===== config.mk =====
export PLATFORM = sky130hd
export DESIGN_NAME = inst_fetch_queue
export DESIGN_NICKNAME = d
export VERILOG_FILES = /design/src/rtl/inst_fetch_queue.sv
export SDC_FILE = /design/constraint.sdc
export NUM_CORES = 1
export LEC_CHECK = 0
export BUFFER_PORTS_ARGS = -buffer_cell sky130_fd_sc_hd__buf_2
export CORE_ASPECT_RATIO = 0.9
export CORE_UTILIZATION = 60
export CTS_BUF_LIST = sky130_fd_sc_hd__clkbuf_8
export DETAILED_ROUTE_END_ITERATION = 10
export PLACE_DENSITY = 0.82
export RECOVER_POWER = 100
export SYNTH_ARGS = -nofsm -noshare
export SYNTH_HDL_FRONTEND = slang
export SYNTH_SLANG_ARGS = --single-unit

===== constraint.sdc =====
create_clock -name clk -period 4.55 [get_ports clk]
set_input_delay 0.455 -clock clk [delete_from_list [all_inputs] [get_ports clk]]
set_output_delay 0.455 -clock clk [all_outputs]
set_load 0.005 [all_outputs]

===== src/rtl/inst_fetch_queue.sv =====
// Fetch front end: issues sequential PC requests to instruction memory, buffers
// returned words with their PCs in a small FIFO and hands them to decode.
module inst_fetch_queue #(
  parameter int unsigned DEPTH    = 4,
  parameter logic [31:0] RESET_PC = 32'h0000_0000
) (
  input  logic        clk,
  input  logic        rst,
  output logic        im_req_valid,
  input  logic        im_req_ready,
  output logic [31:0] im_req_addr,
  input  logic        im_rsp_valid,
  input  logic [31:0] im_rsp_data,
  input  logic        redirect_valid,
  input  logic [31:0] redirect_pc,
  output logic        id_valid,
  input  logic        id_ready,
  output logic [31:0] id_pc,
  output logic [31:0] id_inst
);

  localparam int unsigned PW = $clog2(DEPTH);
  localparam int unsigned CW = PW + 1;

  logic [31:0]   pc_q, pc_d;
  logic [31:0]   rsp_pc_q, rsp_pc_d;
  logic [PW-1:0] head_q, head_d;
  logic [PW-1:0] tail_q, tail_d;
  logic [CW-1:0] count_q, count_d;
  logic [CW-1:0] out_q, out_d;
  logic [CW-1:0] drop_q, drop_d;
  logic [31:0]   pc_mem_q   [DEPTH];
  logic [31:0]   inst_mem_q [DEPTH];

  logic          req_fire;
  logic          rsp_ack;
  logic          push;
  logic          pop;
  logic [CW:0]   credit_used;
  logic [31:0]   redirect_aligned;

  // Credit covers both buffered words and words still in flight, so a
  // response can never land in a full FIFO.
  assign credit_used      = {1'b0, count_q} + {1'b0, out_q};
  assign im_req_valid     = !rst && !redirect_valid && (credit_used < (CW+1)'(DEPTH));
  assign im_req_addr      = pc_q;
  assign req_fire         = im_req_valid && im_req_ready;
  assign rsp_ack          = im_rsp_valid && (out_q != '0);
  assign push             = !rst && !redirect_valid && rsp_ack && (drop_q == '0);
  assign pop              = !redirect_valid && id_valid && id_ready;
  assign redirect_aligned = redirect_pc & ~32'h0000_0003;

  assign id_valid = (count_q != '0);
  assign id_pc    = id_valid ? pc_mem_q[head_q]   : '0;
  assign id_inst  = id_valid ? inst_mem_q[head_q] : '0;

  always_comb begin
    pc_d     = pc_q;
    rsp_pc_d = rsp_pc_q;
    head_d   = head_q;
    tail_d   = tail_q;
    count_d  = count_q;
    out_d    = out_q;
    drop_d   = drop_q;
    if (redirect_valid) begin
      // Everything still in flight becomes stale; a response landing this
      // very cycle is already being discarded and so is not counted again.
      pc_d     = redirect_aligned;
      rsp_pc_d = redirect_aligned;
      head_d   = '0;
      tail_d   = '0;
      count_d  = '0;
      out_d    = rsp_ack ? out_q - CW'(1) : out_q;
      drop_d   = out_d;
    end else begin
      if (req_fire) begin
        pc_d = pc_q + 32'd4;
      end
      if (rsp_ack && (drop_q != '0)) begin
        drop_d = drop_q - CW'(1);
      end
      if (push) begin
        tail_d   = tail_q + PW'(1);
        rsp_pc_d = rsp_pc_q + 32'd4;
      end
      if (pop) begin
        head_d = head_q + PW'(1);
      end
      count_d = count_q + CW'(push) - CW'(pop);
      out_d   = out_q + CW'(req_fire) - CW'(rsp_ack);
    end
  end

  always_ff @(posedge clk) begin
    if (rst) begin
      pc_q     <= RESET_PC;
      rsp_pc_q <= RESET_PC;
      head_q   <= '0;
      tail_q   <= '0;
      count_q  <= '0;
      out_q    <= '0;
      drop_q   <= '0;
    end else begin
      pc_q     <= pc_d;
      rsp_pc_q <= rsp_pc_d;
      head_q   <= head_d;
      tail_q   <= tail_d;
      count_q  <= count_d;
      out_q    <= out_d;
      drop_q   <= drop_d;
    end
  end

  // Storage needs no reset: the count gates every read of it.
  always_ff @(posedge clk) begin
    if (push) begin
      pc_mem_q[tail_q]   <= rsp_pc_q;
      inst_mem_q[tail_q] <= im_rsp_data;
    end
  end

endmodule


==> results of run 1 <==
power by group:
part	switching (mW)	total, mW	internal [mW]
logic	0.229	0.400	0.171
clock network	1.07	2.12	1.05
registers	0.0830	3.34	3.26
how the worst min path moves through the flow:
stage / depth (start not counted) / to / slack, ps
4_1_cts: 1 / inst_mem_q[3][0]$_DFFE_PP_ / 80
6_report: 1 / inst_mem_q[1][9]$_DFFE_PP_ / 150
3_5_place_dp: 2 / tail_q[0]$_SDFFE_PP0N_ / 480
3_3_place_gp: 2 / tail_q[0]$_SDFFE_PP0N_ / 480
5_1_grt: 1 / inst_mem_q[3][9]$_DFFE_PP_ / 130
2_1_floorplan: 2 / tail_q[0]$_SDFFE_PP0N_ / 470
registers in the layout, indices dropped and copies added, names as in the netlist, named ones only:
register,count
im_req_addr,30
pc_mem_q,120
head_q,2
inst_mem_q,128
rsp_pc_q,30
count_q,3
tail_q,2
out_q,3
drop_q,3
Yosys cell counts (all sizes together), types with 12 or more instances:
| cell type | number |
|---|---|
| edfxtp | 248 |
| dfxtp | 75 |
| nor2b | 64 |
| mux4 | 62 |
| nand2 | 58 |
| clkbuf | 34 |
| inv | 32 |
| nor2 | 32 |
| a21oi | 29 |
| a31oi | 27 |
| nand4 | 27 |
| nand3 | 24 |
| buf | 19 |
| xnor2 | 18 |
| ha | 16 |
| nor3 | 14 |
| and3 | 13 |
| o21ai | 12 |
final cells by class:
class | count | area [sq um]
Clock inverter | 38 | 171
Fill cell | 1489 | 6520
Multi-Input combinational cell | 513 | 4300
Timing Repair Buffer | 179 | 825
Clock buffer | 51 | 702
Tap cell | 291 | 364
Sequential cell | 323 | 8950
Inverter | 32 | 120
metal layers:
layer / wire, um / vias to the layer above / share of wire (%) / GRT usage [%]
li1: - / 3891 / - / -
met1: 12200 / 4151 / 44 / 35.1
met2: 12800 / 426 / 46 / 37.3
met3: 2300 / 33 / 8.3 / 4.15
met4: 361 / 0 / 1.3 / 6.08
met5: 0 / - / 0 / 0
metrics by stage:
| stage | std cells | utilization (%) | power, mW |
|---|---|---|---|
| after floorplan | 921 | - | 3.65 |
| after detailed placement | 1338 | 67.2 | 3.81 |
| after global routing | 1427 | 70.3 | 6.08 |
| after global placement | 1338 | 67.2 | 3.79 |
| final | 1427 | 70.3 | 5.86 |
| after CTS | 1427 | 71.2 | 5.90 |
critical path, delay by kind of cell, from the launching register on:
kind          cells  cell delay, ps
buf+inv           2            1260
simple gates      2            1180
fa+ha+maj         2             400
flops             1             390
kinds of logic after synthesis:
group	count (synthesis)	share of synthesized area (%)
simple gates	273	11.4
buf+inv	85	2.63
compound gates	122	5.96
flops	323	65.7
mux	67	10.7
fa+ha+maj	18	1.76
other cells	1	0.0275
xor+xnor	29	1.86
==> impl_metrics.py, run 1 <==
metrics = {
    "power": {
        "powerDensity_nw_per_um2": 380,
        "max-vdd-ir-drop_v": 0.000237,
        "power_leakage_nw": 5.17,
    },
    "synth": {
        "synthFlopType": "edfxtp_1",
        "synthCells": 918,
        "syn_area_sq_um": 13600,
        "synth.top_cells.by_area": "edfxtp_1, dfxtp_1, mux4_2, nor2b_1, nand2_1",
        "ys_ff_latch": 323,
        "synth_top_area_cell": "edfxtp_1",
        "synth_area_per_cell_sq_um": 14.8,
        "synth-edff-count": 248,
        "yosys_warnings": 0,
        "synth_top_area_share_pct": 54.6,
        "yosysSeqAreaShare_pct": 65.7,
        "ys_types": 54,
        "synthArstFlopShare_pct": 0,
    },
    "timing": {
        "fmax_mhz": 273,
        "hold_slack_ps": 150,
        "worstMarginPinSlew_ps": 2080,
        "hold_viol": 0,
        "fin_ws_ps": 885,
        "post-route-period-util_pct": 80.5,
        "slew_headroom_pct": -38.9,
        "slew_violations": 64,
        "fin_tns_setup_ps": 0,
        "period_minus_slack_ps": 3660,
        "clock_skew_ps": 14.8,
        "rsz0062_at_grt": "false",
        "setup_violations": 0,
    },
    "final_layout": {
        "layout-drive-gt1-share_pct": 20.5,
        "fin_nets": 1185,
        "area_growth_syn_to_layout_pct": 13.2,
        "final_common_cell": "edfxtp_1",
        "design_area_sq_um": 15400,
        "final_cell_mix": "edfxtp_1, clkbuf_1, dfxtp_1, nor2b_1, mux4_2",
        "antenna_cells": 0,
    },
    "die": {
        "core_sq_um": 22000,
        "die_x_um": 161,
        "die_y_um": 145,
        "ios": 168,
        "row_count": 51,
        "start_util_pct": 62.1,
        "die-area_sq_um": 23300,
    },
    "cts": {
        "cts-buffers-inserted": 48,
        "hold_buffers": 0,
        "cts.sinks": 323,
        "cts-root-buf": "clkbuf_8",
        "clk_latency_ps": 570,
        "post-cts-setup-buffer-count": 0,
        "htreeDepth": 2,
        "cts_tree": "built",
        "clock_path_buffers": 3,
        "clkTransAtPathRegs_ps": 60,
        "cts_resized": 0,
    },
    "detailed_routing": {
        "drc_errors": 0,
        "drtAntennaViolNets": 0,
        "drt-pass1-iter-count": 5,
        "drt-total-wl_um": 27600,
        "drtIter0Drc": 801,
        "viasPerCell": 5.96,
        "vias": 8501,
        "routedWlPerCell_um": 19.4,
    },
    "run_status": {
        "outcome": "finished, violations left",
        "violations": "max-capacitance violations, max-slew violations",
    },
    "setup_path": {
        "path_common_cell": "ha_1",
        "cp_slowest_cell": "clkbuf_2",
        "startpoint": "out_q[1]$_SDFF_PP0_",
        "endpoint": "pc_mem_q[3][18]$_DFFE_PP_",
        "cp.arrival_ps": 3820,
        "path_max_fanout": 49,
        "timing.rr.start": "out_q[1]$_SDFF_PP0_",
        "rr_endpoint": "pc_mem_q[3][18]$_DFFE_PP_",
        "end_kind": "flip-flop",
        "slowest_delay_ps": 1160,
        "rrSetupSlack_ps": 890,
        "startpoint_type": "flip-flop",
        "crit_required_ps": 4710,
        "rr_worst_depth": 6,
        "crit_chain": "inv_1, ha_1, ha_1, and4bb_1, and3_1, clkbuf_2",
        "critical_path_class": "reg2reg",
    },
    "place": {
        "pre_cts_slack_ps": 1560,
        "io_buffers": 161,
        "dpl.hpwl_um": 17700,
        "placed_area_sq_um": 14800,
        "gp_congestion": 0.870,
    },
    "global_routing": {
        "grt_pass1_vias": 8244,
        "grt_max_degree": 64,
        "grt_use_total_pct": 23.9,
        "antenna_found_initial": 0,
        "overflow": 0,
        "grt_pass1_wl_um": 43700,
    },
    "run": {
        "drv_cap": 2,
    },
    "worst_hold_path": {
        "hp-start": "im_rsp_data[9]",
        "hold_path.class": "in2reg",
    },
}
Note: power is estimated with default switching activity, not from simulation.
==> inputs of run 2 (changes only) <==
Settings changed: CORE_UTILIZATION 60 to 54, PLACE_DENSITY 0.82 to 0.78.
Clock period 4.55 ns to 3.2 ns, I/O delays scaled along.
==> run 2 against run 1 <==
Power grew 42%. Die area grew 11%. First-iteration DRC count fell by 36%. Critical path type unchanged. Via count grew 0.64%. Clock skew rose by 4.4 ps. Non-clock buffer count is 41 higher. Maximum frequency up 26%. Final cell count grew 5.7%. The flow now finishes without violations. Clock-buffer cell count down 1. Clock power rose by 40%.
==> impl_metrics.py, run 2 (synthesis gave the netlist of run 1 again) <==
metrics = {
    "setup_path": {
        "cp.arrival_ps": 3340,
        "crit_chain": "ha_1, a311oi_1, and3_1, clkbuf_1, nand2_1, o311a_1, or3_1",
        "timing.rr.start": "count_q[1]$_SDFF_PP0_",
        "startpoint_type": "flip-flop",
        "rr_endpoint": "im_req_addr[31]$_SDFFE_PP0P_",
        "cpLargestDelayFamily": "simple AND/OR/NAND/NOR gates",
        "rrSetupSlack_ps": 300,
        "critical_path_class": "reg2reg",
        "crit_buf_inv": 1,
        "path_max_fanout": 14,
        "slowest_delay_ps": 510,
        "rr_worst_depth": 7,
        "crit_required_ps": 3640,
        "cp_slowest_cell": "clkbuf_1",
        "end_kind": "flip-flop",
    },
    "cts": {
        "clk_latency_ps": 570,
        "hold_buffers": 33,
        "cts.sinks": 323,
        "clkTransAtPathRegs_ps": 60,
        "cts-root-buf": "clkbuf_8",
        "cts_resized": 0,
        "htreeDepth": 2,
        "cts_tree": "built",
        "cts-buffers-inserted": 50,
        "post-cts-setup-buffer-count": 0,
        "clock_path_buffers": 3,
    },
    "timing": {
        "setup_violations": 0,
        "hold_viol": 0,
        "worstMarginPinSlew_ps": 1030,
        "slew_violations": 0,
        "slew_headroom_pct": 31.2,
        "period_minus_slack_ps": 2900,
        "hold_slack_ps": 31.0,
        "post-route-period-util_pct": 90.6,
        "rsz0062_at_grt": "false",
        "fin_tns_setup_ps": 0,
        "fmax_mhz": 345,
        "clock_skew_ps": 19.2,
    },
    "detailed_routing": {
        "drc_errors": 0,
        "vias": 8555,
        "viasPerCell": 5.67,
        "drtIter0Drc": 516,
        "drtAntennaViolNets": 0,
        "routedWlPerCell_um": 18.7,
        "drt-total-wl_um": 28200,
        "drt-pass1-iter-count": 6,
    },
    "place": {
        "dpl.hpwl_um": 18100,
        "gp_congestion": 0.850,
        "io_buffers": 161,
    },
    "final_layout": {
        "final_common_cell": "edfxtp_1",
        "largestRegisters": "inst_mem_q: 128 flops, pc_mem_q: 120 flops",
        "area_growth_syn_to_layout_pct": 16.9,
        "fin_nets": 1228,
        "layout-drive-gt1-share_pct": 20.1,
        "final_cell_mix": "edfxtp_1, clkbuf_1, dfxtp_1, nor2b_1, buf_2",
        "antenna_cells": 0,
        "regMostFlops": "inst_mem_q",
        "largest_register_ffs": 128,
    },
    "global_routing": {
        "overflow": 0,
        "grt_pass1_wl_um": 45100,
        "antenna_found_initial": 0,
        "grt_use_total_pct": 22.2,
        "grt_max_degree": 64,
        "grt_pass1_vias": 8486,
    },
    "power": {
        "power_leakage_nw": 5.38,
        "powerDensity_nw_per_um2": 522,
        "max-vdd-ir-drop_v": 0.000314,
    },
    "worst_hold_path": {
        "min_to": "rsp_pc_q[15]$_SDFFE_PP0P_",
        "min_path_cells": 3,
        "hold_path.class": "in2reg",
        "hp-start": "redirect_pc[15]",
    },
    "die": {
        "die-area_sq_um": 25900,
        "start_util_pct": 55.6,
        "row_count": 54,
        "die_x_um": 169,
        "ios": 168,
        "die_y_um": 153,
        "core_sq_um": 24500,
    },
    "run": {
        "drv_cap": 0,
    },
    "run_status": {
        "outcome": "completed",
    },
}
[run 2: changes by cell type in the layout (fill, tap and decap cells not counted), sizes merged]
cell,before,now
clkinvlp,0,1
clkinv,26,14
inv,44,51
buf,72,80
dlygate4sd3,0,33
clkbuf,158,157
[run 2: how the worst max path moves through the flow]
| stage | startpoint | to | slack (ps) | depth (start not counted) |
|---|---|---|---|---|
| 2_1_floorplan | count_q[1]$_SDFF_PP0_ | out_q[2]$_SDFF_PP0_ | 440 | 13 |
| 3_3_place_gp | out_q[1]$_SDFF_PP0_ | count_q[2]$_SDFF_PP0_ | 570 | 13 |
| 3_5_place_dp | out_q[1]$_SDFF_PP0_ | count_q[2]$_SDFF_PP0_ | 540 | 13 |
| 4_1_cts | flip-flop | id_pc[9] | 400 | 4 |
| 5_1_grt | out_q[1]$_SDFF_PP0_ | im_req_addr[31]$_SDFFE_PP0P_ | 170 | 7 |
| 6_report | count_q[1]$_SDFF_PP0_ | im_req_addr[31]$_SDFFE_PP0P_ | 300 | 7 |
[run 2: cell type report]
| type | instances | area (sq um) |
|---|---|---|
| multi-input cells | 513 | 4330 |
| flip-flops and latches | 323 | 8950 |
| inverters | 32 | 120 |
| clock inverters | 34 | 153 |
| repair buffers | 220 | 1270 |
| clock buffers | 50 | 688 |
| fillers | 1829 | 8590 |
| well taps | 336 | 420 |
[run 2: per-stage QoR]
step           utilization (%)  total power, mW  setup WS (ps)  std cells  instance area [sq um]
2_1_floorplan                -             5.19            436        921                  13600
3_3_place_gp              61.0             5.41            574       1391                  15000
3_5_place_dp              61.0             5.43            535       1391                  15000
4_1_cts                   65.7             8.41            396       1508                  16100
5_1_grt                   65.0             8.67            166       1508                  15900
6_report                  65.0             8.32            301       1508                  15900
[run 2: worst reg2reg max path, stage by stage (launching register included)]
cell,delay [ps]
dfxtp_1,400
ha_1,260
a311oi_1,310
and3_1,220
clkbuf_1,510
nand2_1,330
o311a_1,410
or3_1,340
[run 2: where the power goes]
group          switching [mW]  internal [mW]
registers               0.116           4.63
logic                   0.335          0.276
clock network            1.51           1.46
total                    1.96           6.36
[run 2: metal layers]
| layer | share of wire (%) | wire length [um] | vias up | track usage (%) |
|---|---|---|---|---|
| li1 | - | - | 3980 | - |
| met4 | 1.4 | 396 | 0 | 5.19 |
| met2 | 46 | 13000 | 398 | 35.9 |
| met3 | 7.5 | 2110 | 43 | 4.21 |
| met1 | 45 | 12600 | 4134 | 31.5 |
| met5 | 0 | 0 | - | 0 |
==> inputs of run 3 (changes only) <==
Settings changed: CORE_UTILIZATION 54 to 65, PLACE_DENSITY 0.78 to 0.88, REMOVE_ABC_BUFFERS set to 1.
Clock period 3.2 ns to 3.39 ns, I/O delays scaled along.
==> run 3 against run 2 <==
Non-clock buffer count fell by 6. Sequential power is 5.7% lower. Clock-buffer cell count is the same. Clock power grew 3%. Die area is 17% lower. Critical path depth fell by 1. Clock skew is 0.81 ps lower.
==> impl_metrics.py, run 3 (synthesis gave the netlist of run 1 again) <==
metrics = {
    "run_status": {
        "outcome": "completed",
    },
    "setup_path": {
        "cp.depth": 6,
        "crit_buf_inv": 2,
        "cp.arrival_ps": 3230,
        "critical_path_class": "reg2reg",
        "endpoint": "inst_mem_q[0][14]$_DFFE_PP_",
        "path_common_cell": "ha_1",
        "crit_chain": "inv_1, ha_1, ha_1, and4bb_1, and3_1, buf_4",
        "path_max_fanout": 19,
        "slowest_delay_ps": 950,
        "cp_slowest_cell": "and3_1",
        "startpoint": "out_q[1]$_SDFF_PP0_",
        "rrSetupSlack_ps": 420,
        "cpLargestDelayFamily": "simple AND/OR/NAND/NOR gates",
        "rr_endpoint": "inst_mem_q[0][14]$_DFFE_PP_",
        "timing.rr.start": "out_q[1]$_SDFF_PP0_",
        "startpoint_type": "flip-flop",
        "rr_worst_depth": 6,
        "end_kind": "flip-flop",
        "crit_required_ps": 3650,
    },
    "timing": {
        "hold_viol": 0,
        "setup_violations": 0,
        "rsz0062_at_grt": "false",
        "clock_skew_ps": 18.4,
        "period_minus_slack_ps": 2970,
        "slew_headroom_pct": 26.7,
        "fmax_mhz": 336,
        "post-route-period-util_pct": 87.7,
        "slew_violations": 0,
        "worstMarginPinSlew_ps": 1100,
    },
    "power": {
        "p_seq_share_pct": 55.3,
        "pwr-share-comb_pct": 7.2,
        "p_sw_mw": 1.88,
        "powerDensity_nw_per_um2": 512,
        "power.total_mw": 8.10,
        "max-vdd-ir-drop_v": 0.000361,
        "power_leakage_nw": 5.36,
        "p_int_mw": 6.23,
        "clkPwrFrac_pct": 37.5,
        "p_sw_share_pct": 23.2,
    },
    "final_layout": {
        "antenna_cells": 0,
        "design_area_sq_um": 15800,
        "final_cell_mix": "edfxtp_1, clkbuf_1, dfxtp_1, nor2b_1, buf_2",
        "area_growth_syn_to_layout_pct": 16.1,
        "layout-drive-gt1-share_pct": 20.4,
        "n_fill_cell": 1175,
        "largest_register_ffs": 128,
        "regMostFlops": "inst_mem_q",
        "final_common_cell": "edfxtp_1",
        "fin_nets": 1220,
        "largestRegisters": "inst_mem_q: 128 flops, pc_mem_q: 120 flops",
    },
    "die": {
        "die_y_um": 139,
        "core_sq_um": 20200,
        "ios": 168,
        "start_util_pct": 67.4,
        "die_x_um": 155,
        "row_count": 49,
        "die-area_sq_um": 21600,
    },
    "cts": {
        "clk_latency_ps": 570,
        "cts-root-buf": "clkbuf_8",
        "cts.sinks": 323,
        "cts-buffers-inserted": 48,
        "htreeDepth": 2,
        "clock_path_buffers": 3,
        "post-cts-setup-buffer-count": 0,
        "cts_tree": "built",
        "clkTransAtPathRegs_ps": 60,
        "hold_buffers": 29,
        "cts_resized": 0,
    },
    "place": {
        "gp_congestion": 0.890,
        "io_buffers": 161,
        "placed_area_sq_um": 14800,
        "dpl.hpwl_um": 17900,
    },
    "global_routing": {
        "grt_pass1_wl_um": 46000,
        "grt_pass1_vias": 8482,
        "grt_use_total_pct": 27.8,
        "grt_max_degree": 64,
        "overflow": 0,
        "antenna_found_initial": 0,
    },
    "detailed_routing": {
        "drtAntennaViolNets": 0,
        "drc_errors": 0,
        "drt-pass1-iter-count": 6,
        "vias": 8760,
        "drt-total-wl_um": 29400,
        "routedWlPerCell_um": 20.7,
        "viasPerCell": 6.16,
        "drtIter0Drc": 895,
    },
    "worst_hold_path": {
        "hold_path.class": "in2reg",
    },
    "run": {
        "drv_cap": 0,
    },
}
-- run 3: changes by cell type in the layout (fill, tap and decap cells not counted), sizes merged --
cell | previous run | this run
clkbuf | 157 | 155
dlygate4sd3 | 33 | 29
bufinv | 0 | 3
clkinvlp | 1 | 2
inv | 51 | 46
clkinv | 14 | 15
-- run 3: per-stage QoR --
step	hold slack, ps	TNS, ps	setup slack, ps	cells	util, %
6_report	56.4	0	416	1421	78.2
5_1_grt	65.7	0	201	1421	78.2
4_1_cts	1.44	0	494	1421	79.1
3_5_place_dp	493	0	536	1308	73.2
3_3_place_gp	476	0	570	1308	73.2
2_1_floorplan	404	-51070	-2020	868	-
-- run 3: worst min path at each step --
stage	startpoint	endpoint	slack [ps]	depth (start not counted)
2_1_floorplan	rst	rsp_pc_q[21]$_SDFFE_PP0P_	400	1
3_3_place_gp	tail_q[0]$_SDFFE_PP0N_	tail_q[0]$_SDFFE_PP0N_	480	2
3_5_place_dp	tail_q[0]$_SDFFE_PP0N_	tail_q[0]$_SDFFE_PP0N_	490	2
4_1_cts	im_rsp_data[22]	inst_mem_q[3][22]$_DFFE_PP_	1	1
5_1_grt	redirect_pc[18]	im_req_addr[18]$_SDFFE_PP0P_	70	3
6_report	redirect_pc[15]	rsp_pc_q[15]$_SDFFE_PP0P_	60	3
-- run 3: per-layer routing --
| metal | vias up | routed length [um] | track usage (%) |
|---|---|---|---|
| met5 | - | 0 | 0 |
| met4 | 0 | 506 | 7.14 |
| met3 | 46 | 2210 | 4.67 |
| met2 | 445 | 14700 | 46.2 |
| met1 | 4303 | 12000 | 38.6 |
| li1 | 3966 | - | - |
-- run 3: cell type report --
type | instances | area [sq um] | share of cell area [%]
Clock inverter | 34 | 223 | 1.41
Multi-Input combinational cell | 513 | 4320 | 27.3
Inverter | 32 | 120 | 0.759
Tap cell | 255 | 319 | 2.02
Timing Repair Buffer | 214 | 1200 | 7.61
Sequential cell | 323 | 8950 | 56.6
Clock buffer | 50 | 688 | 4.35
-- run 3: worst min-delay path, delay by kind of cell --
kind | cells | cell delay (ps)
buffers and inverters | 1 | 110
AO/OA/AOI/OAI | 1 | 50
AND/OR/NAND/NOR | 1 | 60
-- run 3: power groups by stage --
stage               Combinational, mW  Sequential (mW)  Clock, mW
floorplan                       0.335             4.53          0
global placement                0.546             4.55          0
detailed placement              0.566             4.56          0
CTS                             0.596             4.48       3.05
global route                    0.646             4.50       3.23
finish                          0.581             4.48       3.04
